### config.mk
export PLATFORM = sky130hd
export DESIGN_NAME = press_arbiter
export DESIGN_NICKNAME = d
export VERILOG_FILES = /design/src/rtl/press_arb_pkg.sv /design/src/rtl/press_holdoff.sv /design/src/rtl/press_arbiter.sv
export SDC_FILE = /design/constraint.sdc
export NUM_CORES = 1
export LEC_CHECK = 0
export CAP_MARGIN = 0
export CORE_AREA = 8 8 45 47
export CTS_CLUSTER_DIAMETER = 100
export DETAILED_ROUTE_END_ITERATION = 10
export DIE_AREA = 0 0 53 55
export HOLD_SLACK_MARGIN = 0.08
export PLACE_DENSITY = 0.47
export SLEW_MARGIN = 20
export SYNTH_ARGS = -nofsm -noshare
export SYNTH_HDL_FRONTEND = slang
export SYNTH_SLANG_ARGS = --single-unit
export TNS_END_PERCENT = 10
### constraint.sdc
create_clock -name clk -period 1.9 [get_ports clk]
set_clock_uncertainty 0.1 [all_clocks]
set_input_delay 0.475 -clock clk [delete_from_list [all_inputs] [get_ports clk]]
set_output_delay 0.475 -clock clk [all_outputs]
set_load 0.02 [all_outputs]
### src/rtl/press_arb_pkg.sv
// Shared constants and types for the press arbiter slice.
package press_arb_pkg;

   localparam int MAX_PLAYERS   = 8;
   localparam int HOLDOFF_CNT_W = 4;

   typedef logic [2:0]               player_id_t;
   typedef logic [HOLDOFF_CNT_W-1:0] holdoff_cnt_t;

endpackage

### src/rtl/press_holdoff.sv
// Per-player hold-off counter: reloads on a grant, counts down to zero, locks while non-zero.
module press_holdoff
   import press_arb_pkg::*;
#(
   parameter int HOLDOFF = 4
) (
   input  logic clk,
   input  logic reset,
   input  logic load,
   input  logic dec_en,
   output logic lock
);

   holdoff_cnt_t cnt_q, cnt_d;

   always_comb begin
      cnt_d = cnt_q;
      if (load) begin
         cnt_d = holdoff_cnt_t'(HOLDOFF);
      end else if (dec_en && (cnt_q != '0)) begin
         cnt_d = cnt_q - holdoff_cnt_t'(1);
      end
   end

   always_ff @(posedge clk or negedge reset) begin
      if (!reset) begin
         cnt_q <= '0;
      end else begin
         cnt_q <= cnt_d;
      end
   end

   assign lock = (cnt_q != '0);

endmodule

### src/rtl/press_arbiter.sv
// Turns player button levels into one-per-press round-robin grant pulses.
// Hold-off lockout is built only when PRESS_ARBITER_HOLDOFF_EN is defined.
module press_arbiter
   import press_arb_pkg::*;
#(
   parameter int N_PLAYERS = 2,
   parameter int HOLDOFF   = 4,
   localparam int ID_W     = (N_PLAYERS > 2) ? $clog2(N_PLAYERS) : 1
) (
   input  logic                 clk,
   input  logic                 reset,
   input  logic                 enable,
   input  logic [N_PLAYERS-1:0] press,
   output logic [N_PLAYERS-1:0] grant,
   output logic                 grant_valid,
   output logic [ID_W-1:0]      grant_id,
   output logic [N_PLAYERS-1:0] pending
);

   logic [N_PLAYERS-1:0] prev_q, prev_d;
   logic [N_PLAYERS-1:0] pending_q, pending_d;
   logic [N_PLAYERS-1:0] grant_q, grant_d;
   logic [ID_W-1:0]      grant_id_q, grant_id_d;
   logic [ID_W-1:0]      ptr_q, ptr_d;

   logic [N_PLAYERS-1:0] lock;
   logic [N_PLAYERS-1:0] rise;
   logic [N_PLAYERS-1:0] accept;
   logic [N_PLAYERS-1:0] cand;
   logic [N_PLAYERS-1:0] win;
   logic                 win_found;
   logic [ID_W-1:0]      win_idx;

`ifdef PRESS_ARBITER_HOLDOFF_EN
   for (genvar i = 0; i < N_PLAYERS; i++) begin : g_holdoff
      press_holdoff #(
         .HOLDOFF(HOLDOFF)
      ) u_holdoff (
         .clk    (clk),
         .reset  (reset),
         .load   (win[i]),
         .dec_en (1'b1),
         .lock   (lock[i])
      );
   end
`else
   logic unused_holdoff;
   assign unused_holdoff = ^HOLDOFF;
   assign lock = '0;
`endif

   assign rise   = press & ~prev_q;
   assign accept = rise & ~lock & {N_PLAYERS{enable}};
   assign cand   = pending_q & ~lock;

   // Scan from ptr with wrap; first unlocked pending player wins.
   always_comb begin
      int unsigned idx;
      win_found = 1'b0;
      win_idx   = '0;
      idx       = 0;
      for (int unsigned off = 0; off < N_PLAYERS; off++) begin
         idx = (32'(ptr_q) + off) % N_PLAYERS;
         if (!win_found && cand[idx]) begin
            win_found = 1'b1;
            win_idx   = ID_W'(idx);
         end
      end
      if (!enable) begin
         win_found = 1'b0;
         win_idx   = '0;
      end
      win = win_found ? (N_PLAYERS'(1) << win_idx) : '0;
   end

   always_comb begin
      prev_d     = press;
      // A new press in the grant cycle survives the clear.
      pending_d  = enable ? ((pending_q & ~win) | accept) : '0;
      grant_d    = win;
      grant_id_d = win_idx;
      ptr_d      = ptr_q;
      if (win_found) begin
         ptr_d = ID_W'((32'(win_idx) + 1) % N_PLAYERS);
      end
   end

   always_ff @(posedge clk or negedge reset) begin
      if (!reset) begin
         prev_q     <= '0;
         pending_q  <= '0;
         grant_q    <= '0;
         grant_id_q <= '0;
         ptr_q      <= '0;
      end else begin
         prev_q     <= prev_d;
         pending_q  <= pending_d;
         grant_q    <= grant_d;
         grant_id_q <= grant_id_d;
         ptr_q      <= ptr_d;
      end
   end

   assign grant       = grant_q;
   assign grant_valid = |grant_q;
   assign grant_id    = grant_id_q;
   assign pending     = pending_q;

endmodule

==> impl_metrics.json, run 1 <==
{
  "start_kind": "register",
  "critPathMaxFanout": 2,
  "setup_violations": 0,
  "fp.dieH_um": 55,
  "drive_gt1_frac": 0.143,
  "final_hold_viol_count": 0,
  "crit_buf_inv": 1,
  "syn-cell-area_um2": 284,
  "fin_util": 0.308,
  "critical_path.max_stage_delay_ps": 370,
  "crit_type": "register to output port",
  "status": "completed",
  "crit_family": "flip-flops",
  "synth_cell_types": 11,
  "critPathSlowestCell": "dfrtp_1",
  "final_common_cell": "dfrtp_1",
  "dp_hpwl_um": 448,
  "clk_pin_slew_ps": 50,
  "antenna_found_initial": 0,
  "use_met2": 0.0703,
  "dieArea_um2": 2920,
  "vias": 207,
  "cts_buffers": 3,
  "max_freq_ghz": 0.558,
  "endpoint_kind": "output port",
  "required_ps": 1320,
  "crit_chain": "or2_2 > dlygate4sd2_1",
  "fin_tns_setup_ps": 0,
  "hold_path.class": "register to register",
  "drv_slew": 0,
  "ant_nets": 0,
  "cts_tree": "done",
  "area_growth_pct": 50.2,
  "use_met1": 0.0464,
  "antenna_cells": 0,
  "initial_core_util": 0.205,
  "finalCritPeriodShare": 0.942,
  "vias_per_cell": 4.06,
  "rows": 14,
  "grt_pass1_vias": 217,
  "worstMarginPinSlew_ps": 351,
  "firstDrtPassIters": 3,
  "clk_latency_ps": 250,
  "avgSynthCellArea_um2": 12.9,
  "yosysWarnings": 0,
  "grt_most_used_layer": "met2",
  "io_buffers": 10,
  "cts.sinks": 8,
  "grt.total_usage": 0.0479,
  "p_per_area_nw_per_um2": 859,
  "wl_um": 568,
  "routedWlPerCell_um": 11.1,
  "drt_iter0_drc": 2,
  "core-area_um2": 1380,
  "grt_pass1_wl_um": 945,
  "drc": 0,
  "met3_usage": 0.0241,
  "cts_root_buffer": "clkbuf_4",
  "seq_area_frac_synth": 0.705,
  "layout_common_cells": "dfrtp_1 (8), clkdlybuf4s50_1 (7), nand2_1 (3), a21oi_1 (3), clkbuf_4 (3)",
  "cts_setup_buffers": 0,
  "h-tree-depth": 1,
  "max_slew_margin": 0.765,
  "drv_cap": 0,
  "grt-ovfl-total": 0,
  "synth.net_count": 27,
  "leakagePower_nw": 0.229,
  "ios": 11,
  "ys_seq_elements": 8,
  "ir_drop_mv": 0.394,
  "nets": 42,
  "grt_max_degree": 9,
  "synthCells": 22,
  "dieWidth_um": 53,
  "gp_congestion": 0.715,
  "rsz0062_at_grt": "no",
  "layout_min_cycle_time_ps": 1790,
  "clock_path_buffers": 2,
  "crit_arrival_ps": 1220
}
-- state kept, by name, summed over array words and instances (netlist names) --
name      flops
grant         2
grant_id      1
pending       2
prev_q        2
ptr_q         1
-- final timing paths --
check	slack (ps)	startpoint	to	cells after the start
worst min-delay path	380	prev_q[0]$_DFF_PN0_	pending[0]$_DFF_PN0_	2
worst min register to register	380	prev_q[0]$_DFF_PN0_	pending[0]$_DFF_PN0_	2
max in group asynchronous	1040	reset	prev_q[0]$_DFF_PN0_	1
min in group asynchronous	400	reset	pending[1]$_DFF_PN0_	1
worst max-delay path	110	grant[1]$_DFF_PN0_	grant_valid	2
worst max register to register	990	pending[1]$_DFF_PN0_	ptr_q$_DFFE_PN0N_	2
-- report_power, final --
group / leakage, nW / internal (W) / total [W] / switching, W
Combinational: 0.111 / 0.0000258 / 0.0000488 / 0.0000230
Sequential: 0.104 / 0.000183 / 0.000193 / 0.0000104
Clock: 0.0138 / 0.0000719 / 0.000125 / 0.0000528
-- cell type report --
class	count	area, um^2
clock buffer	3	22.5
fill	156	957
inverter	1	3.75
multi-input combinational	13	80.1
sequential	8	200
tap	16	20.0
timing repair buffer	10	100
-- cell usage after synthesis, drive strengths merged --
library cell,number,area share
dfrtp,8,0.70
a21oi,3,0.053
nand2,3,0.040
a21bo,1,0.035
a41o,1,0.035
and3b,1,0.031
inv,1,0.013
nand3b,1,0.026
nand4,1,0.022
o21ai,1,0.018
or2,1,0.022
-- worst register-to-register path: cells and delay by family, from the launching register on --
family         cells  cell delay (ps)
flip-flops         1              420
AO/OA/AOI/OAI      2              300
-- cells by family (layout without fill, tap and decap cells) --
group / count (synthesis) / after routing / share of synthesized area
flops: 8 / 8 / 0.705
buf+inv: 1 / 14 / 0.0132
compound gates: 6 / 6 / 0.141
simple gates: 7 / 7 / 0.141
-- routing by layer --
metal | wire, um | vias to the layer above
met1 | 249 | 94
met3 | 50 | 0
li1 | - | 105
met4 | 0 | 0
met5 | 0 | -
met2 | 269 | 8
-- what timing repair did --
action | 4_1_cts | 5_1_grt
resized for setup | 2 | 1
setup endpoints to repair | 2 | 1
hold buffers | 0 | 0
-- per-stage QoR --
| step | hold slack (ps) | instances | setup slack, ps | area (um^2) | total power (W) |
|---|---|---|---|---|---|
| final | 385 | 51 | 109 | 427 | 0.000366 |
| after global routing | 412 | 51 | 63.6 | 427 | 0.000389 |
| after CTS | 390 | 51 | 2.11 | 424 | 0.000378 |
| after detailed placement | 383 | 48 | 145 | 404 | 0.000247 |
| after global placement | 374 | 48 | 154 | 404 | 0.000245 |
| after floorplan | 79.4 | 22 | 524 | 284 | 0.000219 |
(Power assumes the default switching activity.)
==> inputs of run 2 (changes only) <==
--- a/config.mk
+++ b/config.mk
@@ -16,4 +16,3 @@
 export SYNTH_ARGS = -nofsm -noshare
 export SYNTH_HDL_FRONTEND = slang
 export SYNTH_SLANG_ARGS = --single-unit
-export TNS_END_PERCENT = 10
==> results of run 2 <==
The final DEF is identical to that of run 1; final timing and power are the same.
==> inputs of run 3 (changes only) <==
--- a/config.mk
+++ b/config.mk
@@ -5,6 +5,7 @@
 export SDC_FILE = /design/constraint.sdc
 export NUM_CORES = 1
 export LEC_CHECK = 0
+export ABC_AREA = 0
 export CAP_MARGIN = 0
 export CORE_AREA = 8 8 45 47
 export CTS_CLUSTER_DIAMETER = 100
@@ -12,7 +13,9 @@
 export DIE_AREA = 0 0 53 55
 export HOLD_SLACK_MARGIN = 0.08
 export PLACE_DENSITY = 0.47
+export SKIP_LAST_GASP = 1
 export SLEW_MARGIN = 20
 export SYNTH_ARGS = -nofsm -noshare
 export SYNTH_HDL_FRONTEND = slang
+export SYNTH_HIERARCHICAL = 1
 export SYNTH_SLANG_ARGS = --single-unit
==> results of run 3 <==
The final DEF is identical to that of run 1; final timing and power are the same.
Among the figures that moved: Yosys warning count 0 -> 6
